## config.mk

```make
export PLATFORM = sky130hd
export DESIGN_NAME = tx_serial
export DESIGN_NICKNAME = d
export VERILOG_FILES = /design/src/rtl/tx_serial.sv
export SDC_FILE = /design/constraint.sdc
export NUM_CORES = 1
export LEC_CHECK = 0
export BUFFER_PORTS_ARGS = -buffer_cell sky130_fd_sc_hd__buf_4
export CAP_MARGIN = 25
export CELL_PAD_IN_SITES_DETAIL_PLACEMENT = 1
export CELL_PAD_IN_SITES_GLOBAL_PLACEMENT = 1
export CORE_MARGIN = 2
export CORE_UTILIZATION = 46
export CTS_BUF_LIST = sky130_fd_sc_hd__clkbuf_16
export DETAILED_ROUTE_END_ITERATION = 7
export GPL_TIMING_DRIVEN = 1
export PLACE_DENSITY = 0.79
export SKIP_LAST_GASP = 1
export SLEW_MARGIN = 10
export SYNTH_ARGS = -nofsm -noshare
export SYNTH_HDL_FRONTEND = slang
export SYNTH_SLANG_ARGS = --single-unit
```

## constraint.sdc

```tcl
create_clock -name clk -period 2.58 [get_ports clk]
set_input_delay 0.516 -clock clk [delete_from_list [all_inputs] [get_ports clk]]
set_output_delay 0.516 -clock clk [all_outputs]
set_load 0.1 [all_outputs]
```

## src/rtl/tx_serial.sv

```systemverilog
// tx_serial: bit-serial transmitter for a fixed message held in an internal ROM.
//
// The message is NUM_WORDS words of DATA_WIDTH bits taken from INIT. It is sent
// LSB-first, starting with word 0. Bits are offered with a valid/ready handshake,
// and tx_finish is raised once the whole message has been delivered.
//
// Ports:
//   clk        in   clock; all state changes on the rising edge
//   rst_n      in   asynchronous active-low reset
//   rx_ready   in   receiver can accept a bit this cycle
//   tx_data    out  current serial bit; 0 whenever tx_valid=0
//   tx_valid   out  tx_data holds a bit offered to the receiver
//   tx_finish  out  whole message delivered; sticky until reset
//
// Configuration macro:
//   TX_PARITY_EN  when defined, an even-parity bit (^word) follows the last
//                 data bit of every word, using the same handshake.

module tx_serial #(
    parameter int                              DATA_WIDTH = 8,
    parameter int                              NUM_WORDS  = 4,
    parameter logic [NUM_WORDS*DATA_WIDTH-1:0] INIT       = 32'h0FF03CA5
) (
    input  logic clk,
    input  logic rst_n,
    input  logic rx_ready,
    output logic tx_data,
    output logic tx_valid,
    output logic tx_finish
);

`ifdef TX_PARITY_EN
    localparam int BITS_PER_WORD = DATA_WIDTH + 1;
`else
    localparam int BITS_PER_WORD = DATA_WIDTH;
`endif

    // Counters need at least one bit even when the range collapses to a single value.
    localparam int BW = (BITS_PER_WORD > 1) ? $clog2(BITS_PER_WORD) : 1;
    localparam int WW = (NUM_WORDS > 1) ? $clog2(NUM_WORDS) : 1;

    localparam logic [BW-1:0] LAST_BIT  = BW'(BITS_PER_WORD - 1);
    localparam logic [WW-1:0] LAST_WORD = WW'(NUM_WORDS - 1);

    typedef enum logic [1:0] {
        IDLE,
        SEND,
        DONE
    } state_t;

    state_t          state_q, state_d;
    logic [WW-1:0]   word_q, word_d;
    logic [BW-1:0]   bit_q, bit_d;
    logic            data_q, data_d;
    logic            valid_q, valid_d;
    logic            finish_q, finish_d;

    // Serial bit at (word w, position b). With parity enabled, position
    // LAST_BIT is the parity slot rather than a data bit.
    function automatic logic bit_value(input logic [WW-1:0] w, input logic [BW-1:0] b);
        logic [NUM_WORDS*DATA_WIDTH-1:0] img;
        logic [DATA_WIDTH-1:0]           word;
        logic [DATA_WIDTH-1:0]           sh;
        img  = INIT >> (int'(w) * DATA_WIDTH);
        word = img[DATA_WIDTH-1:0];
        sh   = word >> b;
`ifdef TX_PARITY_EN
        if (b == LAST_BIT) begin
            return ^word;
        end
`endif
        return sh[0];
    endfunction

    always_comb begin
        state_d  = state_q;
        word_d   = word_q;
        bit_d    = bit_q;
        data_d   = data_q;
        valid_d  = valid_q;
        finish_d = finish_q;

        case (state_q)
            IDLE: begin
                if (rx_ready) begin
                    state_d = SEND;
                    word_d  = '0;
                    bit_d   = '0;
                    data_d  = bit_value('0, '0);
                    valid_d = 1'b1;
                end
            end

            SEND: begin
                // tx_valid is always 1 here, so rx_ready alone marks a transfer.
                if (rx_ready) begin
                    if (bit_q == LAST_BIT) begin
                        if (word_q == LAST_WORD) begin
                            state_d  = DONE;
                            data_d   = 1'b0;
                            valid_d  = 1'b0;
                            finish_d = 1'b1;
                        end else begin
                            word_d = word_q + 1'b1;
                            bit_d  = '0;
                            data_d = bit_value(word_q + 1'b1, '0);
                        end
                    end else begin
                        bit_d  = bit_q + 1'b1;
                        data_d = bit_value(word_q, bit_q + 1'b1);
                    end
                end
            end

            DONE: begin
                // Absorbing: everything holds until reset.
            end

            default: begin
                state_d  = IDLE;
                data_d   = 1'b0;
                valid_d  = 1'b0;
                finish_d = 1'b0;
            end
        endcase
    end

    always_ff @(posedge clk or negedge rst_n) begin
        if (!rst_n) begin
            state_q  <= IDLE;
            word_q   <= '0;
            bit_q    <= '0;
            data_q   <= 1'b0;
            valid_q  <= 1'b0;
            finish_q <= 1'b0;
        end else begin
            state_q  <= state_d;
            word_q   <= word_d;
            bit_q    <= bit_d;
            data_q   <= data_d;
            valid_q  <= valid_d;
            finish_q <= finish_d;
        end
    end

    assign tx_data   = data_q;
    assign tx_valid  = valid_q;
    assign tx_finish = finish_q;

endmodule

```

# Word-level counts from Yosys, hierarchy flattened
# Cells that the tools add are included.
# op_classes
muxes	28
bitwise	2
shifts	3
reduce_logical	8
n_eq_ne	10
add_sub_neg	2
# ops
op	n
$shr 28x5->1 const A	1
$shr 28x5->8 const A	1
$mux 2	8
$mux 3	4
$mux 1	10
$ne 2x2->1 const B	5
$reduce_and 5->1	2
$reduce_and 4->1	2
$shr 8x3->1	1
$pmux 1 s3	2
$pmux 2 s3	1
$pmux 3 s2	1
$eq 2x2->1 const B	2
$pmux 2 s2	1
$add 3x1->3 const B	1
$eq 3x3->1 const B	1
$ne 3x3->1 const B	1
$reduce_and 3->1	1
$add 2x1->2 const B	1
$eq 2x1->1 const B	1
$logic_not 2->1	1
$not 1->1	2
$pmux 1 s2	1
$reduce_bool 2->1	1
$reduce_or 2->1	1
# word_totals
inputBits	3
out_inout_bits	3
regBits	10

# Longest topological paths before layout
# logic_depth
ltp_word	6
depth_mapped	7
ltp_nobuf	6

# Worst setup path after synthesis
# OpenSTA, ideal clock, no wires.
# synth_timing
path_kind	register -> register
from	register bit_q[0]
to	register word_q[0]
setup_ps	121
period_less_slack_ps	1626
setup_slack_ps	954
path_stages_with_launch	8
n_path_buf	1
arrival_ps	1505
cell_sequence	dfrtp_1 > ha_1 > ha_1 > buf_2 > nand2b_1 > nor2_1 > mux2_2 > a22o_1
# synth_via
elab_chain_len	3
# synth_rtl
item	line	source
start, declared	53	logic [BW-1:0] bit_q, bit_d;
start signal, assigned	139	bit_q <= bit_d;
$eq 3x3->1	97	if (bit_q == LAST_BIT) begin
$ne 2x2->1 (no source line)	--	
$reduce_and 5->1 (no source line)	--	
end signal, assigned	138	word_q <= word_d;
end, declared	52	logic [WW-1:0] word_q, word_d;
# No other way between the ends.
# A chain may end at the register's enable or synchronous reset.

# Worst setup path after layout
# Ends and elaborated chain as after synthesis.

==> qor.csv <==
stage,metric,value,unit
outcome,status,"complete, no violations",
synth,Synthesis Warnings,0,
final_layout,Post-layout nets,86,
final_layout,layout cells sized above 1,14.7,%
final_layout,Antenna Cells,0,
global_routing,GRT Total Usage,23.9,%
critical_path,worst stage delay on the critical path,0.45,ns
clocking,"Clk pin slew, worst setup/hold paths",0.04,ns
critical_path,WS Path Type,flip-flop to flip-flop,
critical_path,"delay-heaviest family, CP",adder cells,
synth,Post-synth EDFFs,0,
critical_path,cell mode on critical path,ha_1,
floorplan,Die Height,41.5,microns
power,Static Leak,0.366,nW
drt,Starting DRT DRC Count,14,
floorplan,area of the die,1730,sq um
floorplan,DIE WIDTH,41.5,microns
synth,syn nets,78,
sta,Tmin final,1.80,ns
synth,post-synthesis cell type count,30,
sta,Fin Hold WS,0.0997,ns
synth,top post-synthesis cells by count,"10 x dfrtp_1, 7 x ha_1, 6 x o21ai_0, 5 x inv_1",
sta,fin crit share,69.7,%
clocking,CTS sink count,10,
critical_path,Critical Path RT,2.70,ns
power,Clock Power Share,24.2,%
power,Power Dens Cells,1500,nW/um^2
global_routing,initial antenna violation count,0,
sta,PnR worst setup slack,0.782,ns
min_path,kind of path behind the tightest hold check,input port to asynchronous set/reset pin,
clocking,total CTS buffers,3,
critical_path,worst path cell trace,"ha_1, ha_1, nand2b_1, nor2_1, mux2_2, a22o_1",
global_routing,largest net degree at the start of global routing,14,
final_layout,Area growth syn-to-layout,19.5,%
synth,average cell area after synthesis,9.53,sq um
synth,Synth top area share,38.6,%
floorplan,Std-Cell Rows,13,
power,P_int,0.627,mW
clocking,Clock Latency Late Sink,0.24,ns
global_routing,grt ovf,0,
drt,wire length per cell,19.7,microns
clocking,clock tree buffer depth,2,
synth,Post-synth top flop,dfrtp_1,
placement,Port Buf Inserts,5,
synth,post-synthesis register bit count,10,
drt,drt pass-1 iters,4,
synth,share of flip-flops with an asynchronous set or reset,100,%
sta,Tightest Pin Transition,0.424,ns
placement,gp weighted congestion,0.746,
critical_path,Worst setup SP type,flip-flop,
synth,Syn Inst Count,68,
synth,sequential cell area fraction in the yosys report,38.6,%
synth,cell with the most instances after synthesis,dfrtp_1,
power,Worst VDD drop,0.000790,V
critical_path,buffer and inverter count on the worst path,0,
sta,Final TNS setup,0,ns
clocking,clock root cell,clkbuf_16,
global_routing,vias in the first global route,618,
clocking,H-Tree Depth,1,
clocking,setup bufs post-CTS,0,
critical_path,CP Capture Type,flip-flop,
sta,max-slew violation count,0,
drt,Vias,571,
job,Max-cap violations,0,
critical_path,"Max FO, Critical Path",10,
final_layout,fillers,158,
sta,Layout Skew,0.00409,ns
drt,routed wire length,1.77,mm
drt,post-DR vias/cell,6.34,
clocking,Post-CTS Resized,0,
sta,Final Setup Violations,0,
global_routing,global-route wire length before repair,3.08,mm
clocking,hold bufs inserted after CTS,0,
power,Sw Ratio,46.0,%
floorplan,core area,1300,sq um
sta,highest clock rate,556,MHz
sta,Max-slew headroom,71.8,%
floorplan,Initial Util,49.8,%
power,Seq pwr share,26.5,%
power,Logic pwr share,49.3,%
power,switching power,0.534,mW
floorplan,I/O pins,6,
drt,# DRC,0,
critical_path,flop2flop setup slack,0.78,ns
critical_path,CP max-delay cell,dfrtp_1,
critical_path,RR Startpoint,bit_q[0]$_DFFE_PN0P_,
synth,Synth area leader,dfrtp_1,
sta,"Hold Vio Cnt, Final",0,
drt,post-route ant nets,0,
critical_path,CP startpoint,bit_q[0]$_DFFE_PN0P_,
synth,Post-Syn Area,648,sq um
placement,pre-CTS setup slack,0.847,ns
synth,top post-synthesis cells by area,"dfrtp_1 39%, ha_1 14%, a22o_1 5.4%",
placement,post-DP HPWL,1.13,mm
sta,RSZ-0062 raised after global routing,no,
critical_path,CP arrival,1.92,ns
clocking,CTS tree,yes,
final_layout,final core occ,59.5,%
## power by group through the flow
stage	logic, mW	registers [mW]	clock network, mW
2_1_floorplan	0.292	0.433	0
3_3_place_gp	0.542	0.300	0
3_5_place_dp	0.556	0.305	0
4_1_cts	0.575	0.306	0.282
5_1_grt	0.623	0.318	0.298
6_report	0.572	0.307	0.282
## through the flow
step / instance area (sq um) / cells / power [mW]
after floorplan: 648 / 68 / 0.725
after global placement: 696 / 86 / 0.842
after detailed placement: 696 / 86 / 0.860
after CTS: 774 / 90 / 1.16
after global routing: 774 / 90 / 1.24
final: 774 / 90 / 1.16
## placed cells by master (no fill, tap or decap)
cell and count:
dfrtp_1 10, ha_1 7, o21ai_0 6, inv_1 5, buf_4 5, nand2_1 4
nor2_1 4, a21oi_1 4, a22o_1 4, clkbuf_16 3, nor2b_1 2, nand3_1 2
or2b_4 1, nor3_1 1, a31oi_1 1, and3_1 1, o32ai_1 1, nand2b_1 1
mux2_2 1, a211oi_1 1, a22oi_1 1, o22ai_1 1, a32o_1 1, or2_2 1
mux2i_1 1, or3_1 1, nor3b_1 1, nand4bb_1 1, and3b_1 1, a41oi_1 1
clkinv_1 1
## layout make-up
| type | count | area (sq um) | share of cell area, % |
|---|---|---|---|
| inverters | 5 | 18.8 | 2.42 |
| repair buffers | 5 | 37.5 | 4.85 |
| clock inverters | 1 | 3.75 | 0.485 |
| flip-flops and latches | 10 | 250 | 32.3 |
| well taps | 15 | 18.8 | 2.42 |
| clock buffers | 3 | 75.1 | 9.69 |
| multi-input cells | 51 | 370 | 47.8 |
## cells by family (layout without fill, tap and decap cells)
| kind of cell | after synthesis | count (layout) | share of synthesized area, % |
|---|---|---|---|
| AOI/OAI and AO/OA | 21 | 21 | 21.6 |
| adders and majority gates | 7 | 7 | 13.5 |
| buffers and inverters | 7 | 14 | 4.25 |
| DFF | 10 | 10 | 38.6 |
| muxes | 2 | 2 | 3.28 |
| and+or+nand+nor | 21 | 21 | 18.7 |
## final timing paths
check                                         endpoint  depth (start not counted)
worst max-delay path             word_q[0]$_DFFE_PN0P_                          6
worst min-delay path            state_q[1]$_DFFE_PN0P_                          1
worst max register to register   word_q[0]$_DFFE_PN0P_                          6
worst min register to register    bit_q[2]$_DFFE_PN0P_                          1
max in group asynchronous        word_q[1]$_DFFE_PN0P_                          1
min in group clk                  bit_q[2]$_DFFE_PN0P_                          1
## per-layer routing
metal,global-route usage (%),vias up,wire length (microns)
li1,-,264,-
met1,28.9,287,802
met2,40.6,14,872
met3,6.09,6,63
met4,8.39,0,34
met5,0,-,0
## flip-flops by register name (all words and copies together), names as in the netlist
name,count
bit_q,3
state_q,2
word_q,2
tx_data,1
tx_finish,1
tx_valid,1
Power figures use the tool's default switching activity.
